==> config.mk <==
export PLATFORM = sky130hd
export DESIGN_NAME = ctrl_pipe
export DESIGN_NICKNAME = d
export VERILOG_FILES = /design/src/rtl/ctrl_pipe.sv
export SDC_FILE = /design/constraint.sdc
export NUM_CORES = 1
export LEC_CHECK = 0
export BUFFER_PORTS_ARGS = -buffer_cell sky130_fd_sc_hd__buf_2
export CAP_MARGIN = 20
export CELL_PAD_IN_SITES_DETAIL_PLACEMENT = 0
export CELL_PAD_IN_SITES_GLOBAL_PLACEMENT = 1
export CORE_MARGIN = 10
export CORE_UTILIZATION = 41
export DETAILED_ROUTE_END_ITERATION = 10
export GPL_TIMING_DRIVEN = 0
export PLACE_DENSITY = 0.86
export SYNTH_ARGS = -nofsm -noshare
export SYNTH_HDL_FRONTEND = slang
export SYNTH_SLANG_ARGS = --single-unit
==> constraint.sdc <==
create_clock -name clk -period 3 [get_ports clk]
set_input_delay 0.9 -clock clk [delete_from_list [all_inputs] [get_ports clk]]
set_output_delay 0.9 -clock clk [all_outputs]
set_load 0.05 [all_outputs]
==> src/rtl/ctrl_pipe.sv <==
// Pipelined control unit: decodes the ID opcode and carries control through EX/MEM/WB,
// with issue handshake, bubbles/flush, multi-cycle memory freeze and halt drain. Define CTRL_PERF_EN for perf counters.
module ctrl_pipe #(
  parameter int MEM_LAT = 1,
  parameter int CNT_W   = 4
) (
  input  logic        clk,
  input  logic        rst_n,
  input  logic        id_valid,
  input  logic [3:0]  id_opcode,
  output logic        id_ready,
  input  logic        hz_stall,
  input  logic        flush,
  output logic        ex_valid,
  output logic [2:0]  ex_aluop,
  output logic        ex_alusrc,
  output logic        ex_regdst,
  output logic        ex_branch,
  output logic        ex_brsrc,
  output logic        ex_pcs,
  output logic        mem_valid,
  output logic        mem_read,
  output logic        mem_write,
  output logic        mem_busy,
  output logic        wb_valid,
  output logic        wb_regwrite,
  output logic        wb_memtoreg,
  output logic        halted
`ifdef CTRL_PERF_EN
  ,
  output logic [31:0] perf_retired,
  output logic [31:0] perf_stall
`endif
);

  typedef struct packed {
    logic       halt;
    logic       regwrite;
    logic       memtoreg;
    logic       read;
    logic       write;
    logic       pcs;
    logic       brsrc;
    logic       branch;
    logic       regdst;
    logic       alusrc;
    logic [2:0] aluop;
  } ex_ctrl_t;

  typedef struct packed {
    logic halt;
    logic regwrite;
    logic memtoreg;
    logic read;
    logic write;
  } mem_ctrl_t;

  typedef struct packed {
    logic halt;
    logic regwrite;
    logic memtoreg;
  } wb_ctrl_t;

  typedef enum logic [1:0] {RUN, DRAIN, HALTED} state_t;

  function automatic ex_ctrl_t decode(input logic [3:0] o);
    ex_ctrl_t c;
    c.aluop    = o[3] ? 3'b000 : o[2:0];
    c.alusrc   = o[3] | (o[2] & ~(o[1] & o[0]));
    c.regwrite = ~o[3] | (o == 4'b1000) | (o == 4'b1010) | (o == 4'b1011) | (o == 4'b1110);
    c.regdst   = ~o[3] | (o == 4'b1110);
    c.read     = (o == 4'b1000);
    c.memtoreg = (o == 4'b1000);
    c.write    = (o == 4'b1001);
    c.branch   = (o[3:1] == 3'b110);
    c.brsrc    = (o[3:1] == 3'b110) & o[0];
    c.pcs      = (o == 4'b1110);
    c.halt     = (o == 4'b1111);
    return c;
  endfunction

  state_t     state_q, state_d;
  logic       ex_v_q, ex_v_d, mem_v_q, mem_v_d, wb_v_q, wb_v_d;
  ex_ctrl_t   ex_c_q, ex_c_d, id_c;
  mem_ctrl_t  mem_c_q, mem_c_d;
  wb_ctrl_t   wb_c_q, wb_c_d;
  logic [CNT_W-1:0] cnt_q, cnt_d;
  logic       mem_wait, accept;

  assign id_c     = decode(id_opcode);
  // The load/store in MEM freezes EX and MEM until it has spent MEM_LAT cycles there.
  assign mem_wait = mem_v_q && (mem_c_q.read || mem_c_q.write) && (int'(cnt_q) < MEM_LAT - 1);
  assign accept   = id_valid & id_ready & ~flush;
  assign cnt_d    = mem_wait ? cnt_q + CNT_W'(1) : '0;

  always_ff @(posedge clk or negedge rst_n) begin
    if (!rst_n) state_q <= RUN;
    else        state_q <= state_d;
  end

  always_comb begin
    state_d = state_q;
    case (state_q)
      RUN:     if (accept && id_c.halt) state_d = DRAIN;
      DRAIN:   if (wb_v_q && wb_c_q.halt) state_d = HALTED;
      HALTED:  state_d = HALTED;
      default: state_d = RUN;
    endcase
  end

  always_comb begin
    id_ready = 1'b0;
    halted   = 1'b0;
    case (state_q)
      RUN:     id_ready = ~mem_wait & (flush | ~hz_stall);
      HALTED:  halted = 1'b1;
      default: ;
    endcase
  end

  always_comb begin
    ex_v_d  = ex_v_q;
    ex_c_d  = ex_c_q;
    mem_v_d = mem_v_q;
    mem_c_d = mem_c_q;
    wb_v_d  = 1'b0;
    wb_c_d  = '0;
    if (state_q == HALTED) begin
      ex_v_d  = 1'b0;
      ex_c_d  = '0;
      mem_v_d = 1'b0;
      mem_c_d = '0;
    end else if (!mem_wait) begin
      ex_v_d  = accept;
      ex_c_d  = accept ? id_c : '0;
      mem_v_d = ex_v_q;
      mem_c_d = '{halt: ex_c_q.halt, regwrite: ex_c_q.regwrite, memtoreg: ex_c_q.memtoreg,
                  read: ex_c_q.read, write: ex_c_q.write};
      wb_v_d  = mem_v_q;
      wb_c_d  = '{halt: mem_c_q.halt, regwrite: mem_c_q.regwrite, memtoreg: mem_c_q.memtoreg};
    end
  end

  always_ff @(posedge clk or negedge rst_n) begin
    if (!rst_n) begin
      ex_v_q  <= 1'b0;
      ex_c_q  <= '0;
      mem_v_q <= 1'b0;
      mem_c_q <= '0;
      wb_v_q  <= 1'b0;
      wb_c_q  <= '0;
      cnt_q   <= '0;
    end else begin
      ex_v_q  <= ex_v_d;
      ex_c_q  <= ex_c_d;
      mem_v_q <= mem_v_d;
      mem_c_q <= mem_c_d;
      wb_v_q  <= wb_v_d;
      wb_c_q  <= wb_c_d;
      cnt_q   <= cnt_d;
    end
  end

  assign ex_valid    = ex_v_q;
  assign ex_aluop    = ex_c_q.aluop;
  assign ex_alusrc   = ex_c_q.alusrc;
  assign ex_regdst   = ex_c_q.regdst;
  assign ex_branch   = ex_c_q.branch;
  assign ex_brsrc    = ex_c_q.brsrc;
  assign ex_pcs      = ex_c_q.pcs;
  assign mem_valid   = mem_v_q;
  assign mem_read    = mem_c_q.read;
  assign mem_write   = mem_c_q.write;
  assign mem_busy    = mem_wait;
  assign wb_valid    = wb_v_q;
  assign wb_regwrite = wb_v_q & wb_c_q.regwrite;
  assign wb_memtoreg = wb_v_q & wb_c_q.memtoreg;

`ifdef CTRL_PERF_EN
  logic [31:0] retired_q, stall_q;

  always_ff @(posedge clk or negedge rst_n) begin
    if (!rst_n) begin
      retired_q <= '0;
      stall_q   <= '0;
    end else begin
      retired_q <= retired_q + 32'(wb_v_q);
      stall_q   <= stall_q + 32'(id_valid & ~id_ready & (state_q == RUN));
    end
  end

  assign perf_retired = retired_q;
  assign perf_stall   = stall_q;
`endif

endmodule

==> results.md <==
* Initial Util at between 40 and 50%
* Drt via density at 4.83
* Max Cap Viol at 0
* DR iter-0 viols at 9
* Die Span Y at between 60 and 70 µm
* Hold Buf Count CTS at 0
* Cell count after synthesis at 86
* Leakage at 0.642 nW
* Fin crit share at 83.0%
* Setup crit start kind: flop
* Pin count of the biggest net entering global routing at 25
* Post-CTS Setup Inserts at 0
* Die footprint at 4770 µm²
* VDD IR max at 0.000197 V
* Placed cell area at between 1000 and 1500 µm²
* Status: completed
* Post-synth EDFFs at 0
* Slew headroom at 59.2%
* Crit path arrival time at 1.59 ns
* Final Max Tran Viols at 0
* Worst-path cell chain: inv_1, ha_1, a21boi_0, buf_2
* Antenna Nets Post-Route at 0
* Top Ports at 27
* Worst path slowest cell: dfrtp_1
* Worst hold path class: flop to flop
* Post-synth top area cell: dfrtp_1
* Antenna diodes at 0
* Post-route cell area at around 1200 µm²
* CTS tree: done
* CTS Buffer Depth at 2
* Ys flop type: dfrtp_1
* WS Path Type: flop to output pin
* WL/cell at roughly 13 µm
* Gr usage total at under 10%
* GPL Wtd Cong at 0.808
* CTS buffer count at 3
* Post-synth ARST share at 100%
* IO Port Bufs at 24
* Final Setup Violations at 0
* Number of global-route vias before repair at 757
* Hold Slack at ~0.48 ns
* Crit path largest cell delay at 0.43 ns
* Skew final at 0.000614 ns
* CTS resizes at 0
* Register area share after synthesis at 60.8%
* Power density cells at 434 nW/µm²
* Layout cells sized above 1 at 30.7%
* Post-Syn Nets at between 90 and 100
* Worst-Skew Late Latency at 0.30 ns
* Synth Cell Area at 988 µm²
* Clk sinks at 24
* Final Hold Viols at 0
* Dominant cells by area after synthesis: dfrtp_1 61%, nor2b_1 6.3%, ha_1 3.8%, buf_4 3.0%, inv_1 2.3%
* Layout area overhead at 19.4%
* Yosys cell types at 28
* Final wirelength at between 1500 and 2000 µm
* Row count at 17
* WP data required at 2.10 ns
* Remaining DRCs at 0
* Yosys warnings at 0
* CTS H-tree depth at 1
* Fin crit period at 2.49 ns
* Post-synth top area share at 60.8%
* Count of state elements after synthesis at 24
* Core area at approximately 2300 µm²
* Critical Path End Type: output pin
* First-pass GRT wire length at 3480 µm
* DRT Pass-1 Iters at 2
* CTS root buffer: clkbuf_4
* Via Count at 686
* Setup TNS at 0 ns
* GR Overflow Total at 0
* FF-to-FF setup slack at 1.33 ns
* Slew @ Worst Pin at a little over 0.6 ns
* Antenna violations before repair at 0
* Crit-path max FO at 6
* Mean post-synth cell area at 11.5 µm²
* RSZ-0062 raised after global routing: no
* Max Fclk at around 0.4 GHz
* Reg clk slew, reported paths at 0.12 ns
* Net count, final at 127
* Die Width at 69.1 µm
* Post-DP HPWL at 1500 µm
-- metrics by stage --
| stage | total power, W | setup slack, ns | cells | utilization [%] |
|---|---|---|---|---|
| 2_1_floorplan | 0.000341 | 0.0443 | 86 | - |
| 3_3_place_gp | 0.000356 | 0.622 | 138 | 50.7 |
| 3_5_place_dp | 0.000356 | 0.616 | 138 | 50.7 |
| 4_1_cts | 0.000519 | 0.478 | 142 | 52.3 |
| 5_1_grt | 0.000538 | 0.353 | 142 | 52.3 |
| 6_report | 0.000512 | 0.509 | 142 | 52.3 |
-- critical path, delay by kind of cell (launching register included) --
kind,cells,cell delay [ns]
fa+ha+maj,1,0.25
flops,1,0.43
buf+inv,2,0.39
compound gates,1,0.21
-- Yosys cell counts (2+ instances only) --
cell      instances
a21boi_0          2
a21oi_1           3
and2_1            2
buf_2             2
buf_4             4
dfrtp_1          24
ha_1              3
inv_1             6
nand2_1           5
nor2_1            4
nor2b_1          10
nor3_1            4
nor4_1            2
-- area by class of cell --
type                    instances  area [µm²]
flip-flops and latches         24         601
well taps                      28        35.0
fillers                       216        1070
clock buffers                   4        36.3
inverters                       6        22.5
plain buffers                   7        43.8
multi-input cells              49         322
repair buffers                 24         120
-- logic make-up after synthesis --
family	count (synthesis)	synth area share [%]
and+or+nand+nor	36	21.6
DFF	24	60.8
buffers and inverters	13	6.71
AOI/OAI and AO/OA	7	4.68
adders and majority gates	4	4.81
muxes	1	1.01
other	1	0.379
-- power breakdown --
part           total [W]  switching, W  internal [W]
Sequential      0.000323             0      0.000323
Combinational  0.0000259     0.0000180    0.00000797
Clock           0.000163     0.0000888     0.0000740
-- state kept, by name, indices dropped and copies added (netlist names), 2 cells and up --
name and cells:
wb_c_q 3, state_q 2, ex_aluop 3, mem_c_q 3, ex_c_q 4
-- worst paths after layout --
check | cells past startpoint | to | start
worst max-delay path | 4 | id_ready | state_q[1]
worst min-delay path | 1 | wb_c_q[2] | mem_c_q[4]
worst max register to register | 5 | state_q[1] | state_q[1]
worst min register to register | 1 | wb_c_q[2] | mem_c_q[4]
max in group asynchronous | 1 | mem_c_q[4] | rst_n
min in group asynchronous | 1 | wb_c_q[0] | rst_n
-- layout by cell type (no fill, tap or decap), types with 2 or more instances in the layout --
cell / synthesis / final
dfrtp_1: 24 / 24
buf_4: 4 / 4
nand2_1: 5 / 5
and2_1: 2 / 2
nor4_1: 2 / 2
clkbuf_4: 0 / 3
ha_1: 3 / 3
inv_1: 6 / 6
nor2b_1: 10 / 10
a21boi_0: 2 / 2
nor2_1: 4 / 4
a21oi_1: 3 / 3
buf_2: 2 / 26
nor3_1: 4 / 4
-- per-layer routing --
layer	vias up	wire, µm	GRT usage, %
li1	333	-	-
met1	334	795	9.32
met2	17	938	14.0
met3	2	134	2.57
met4	0	34	5.32
met5	-	0	0
Note: power is estimated with default switching activity, not from simulation.
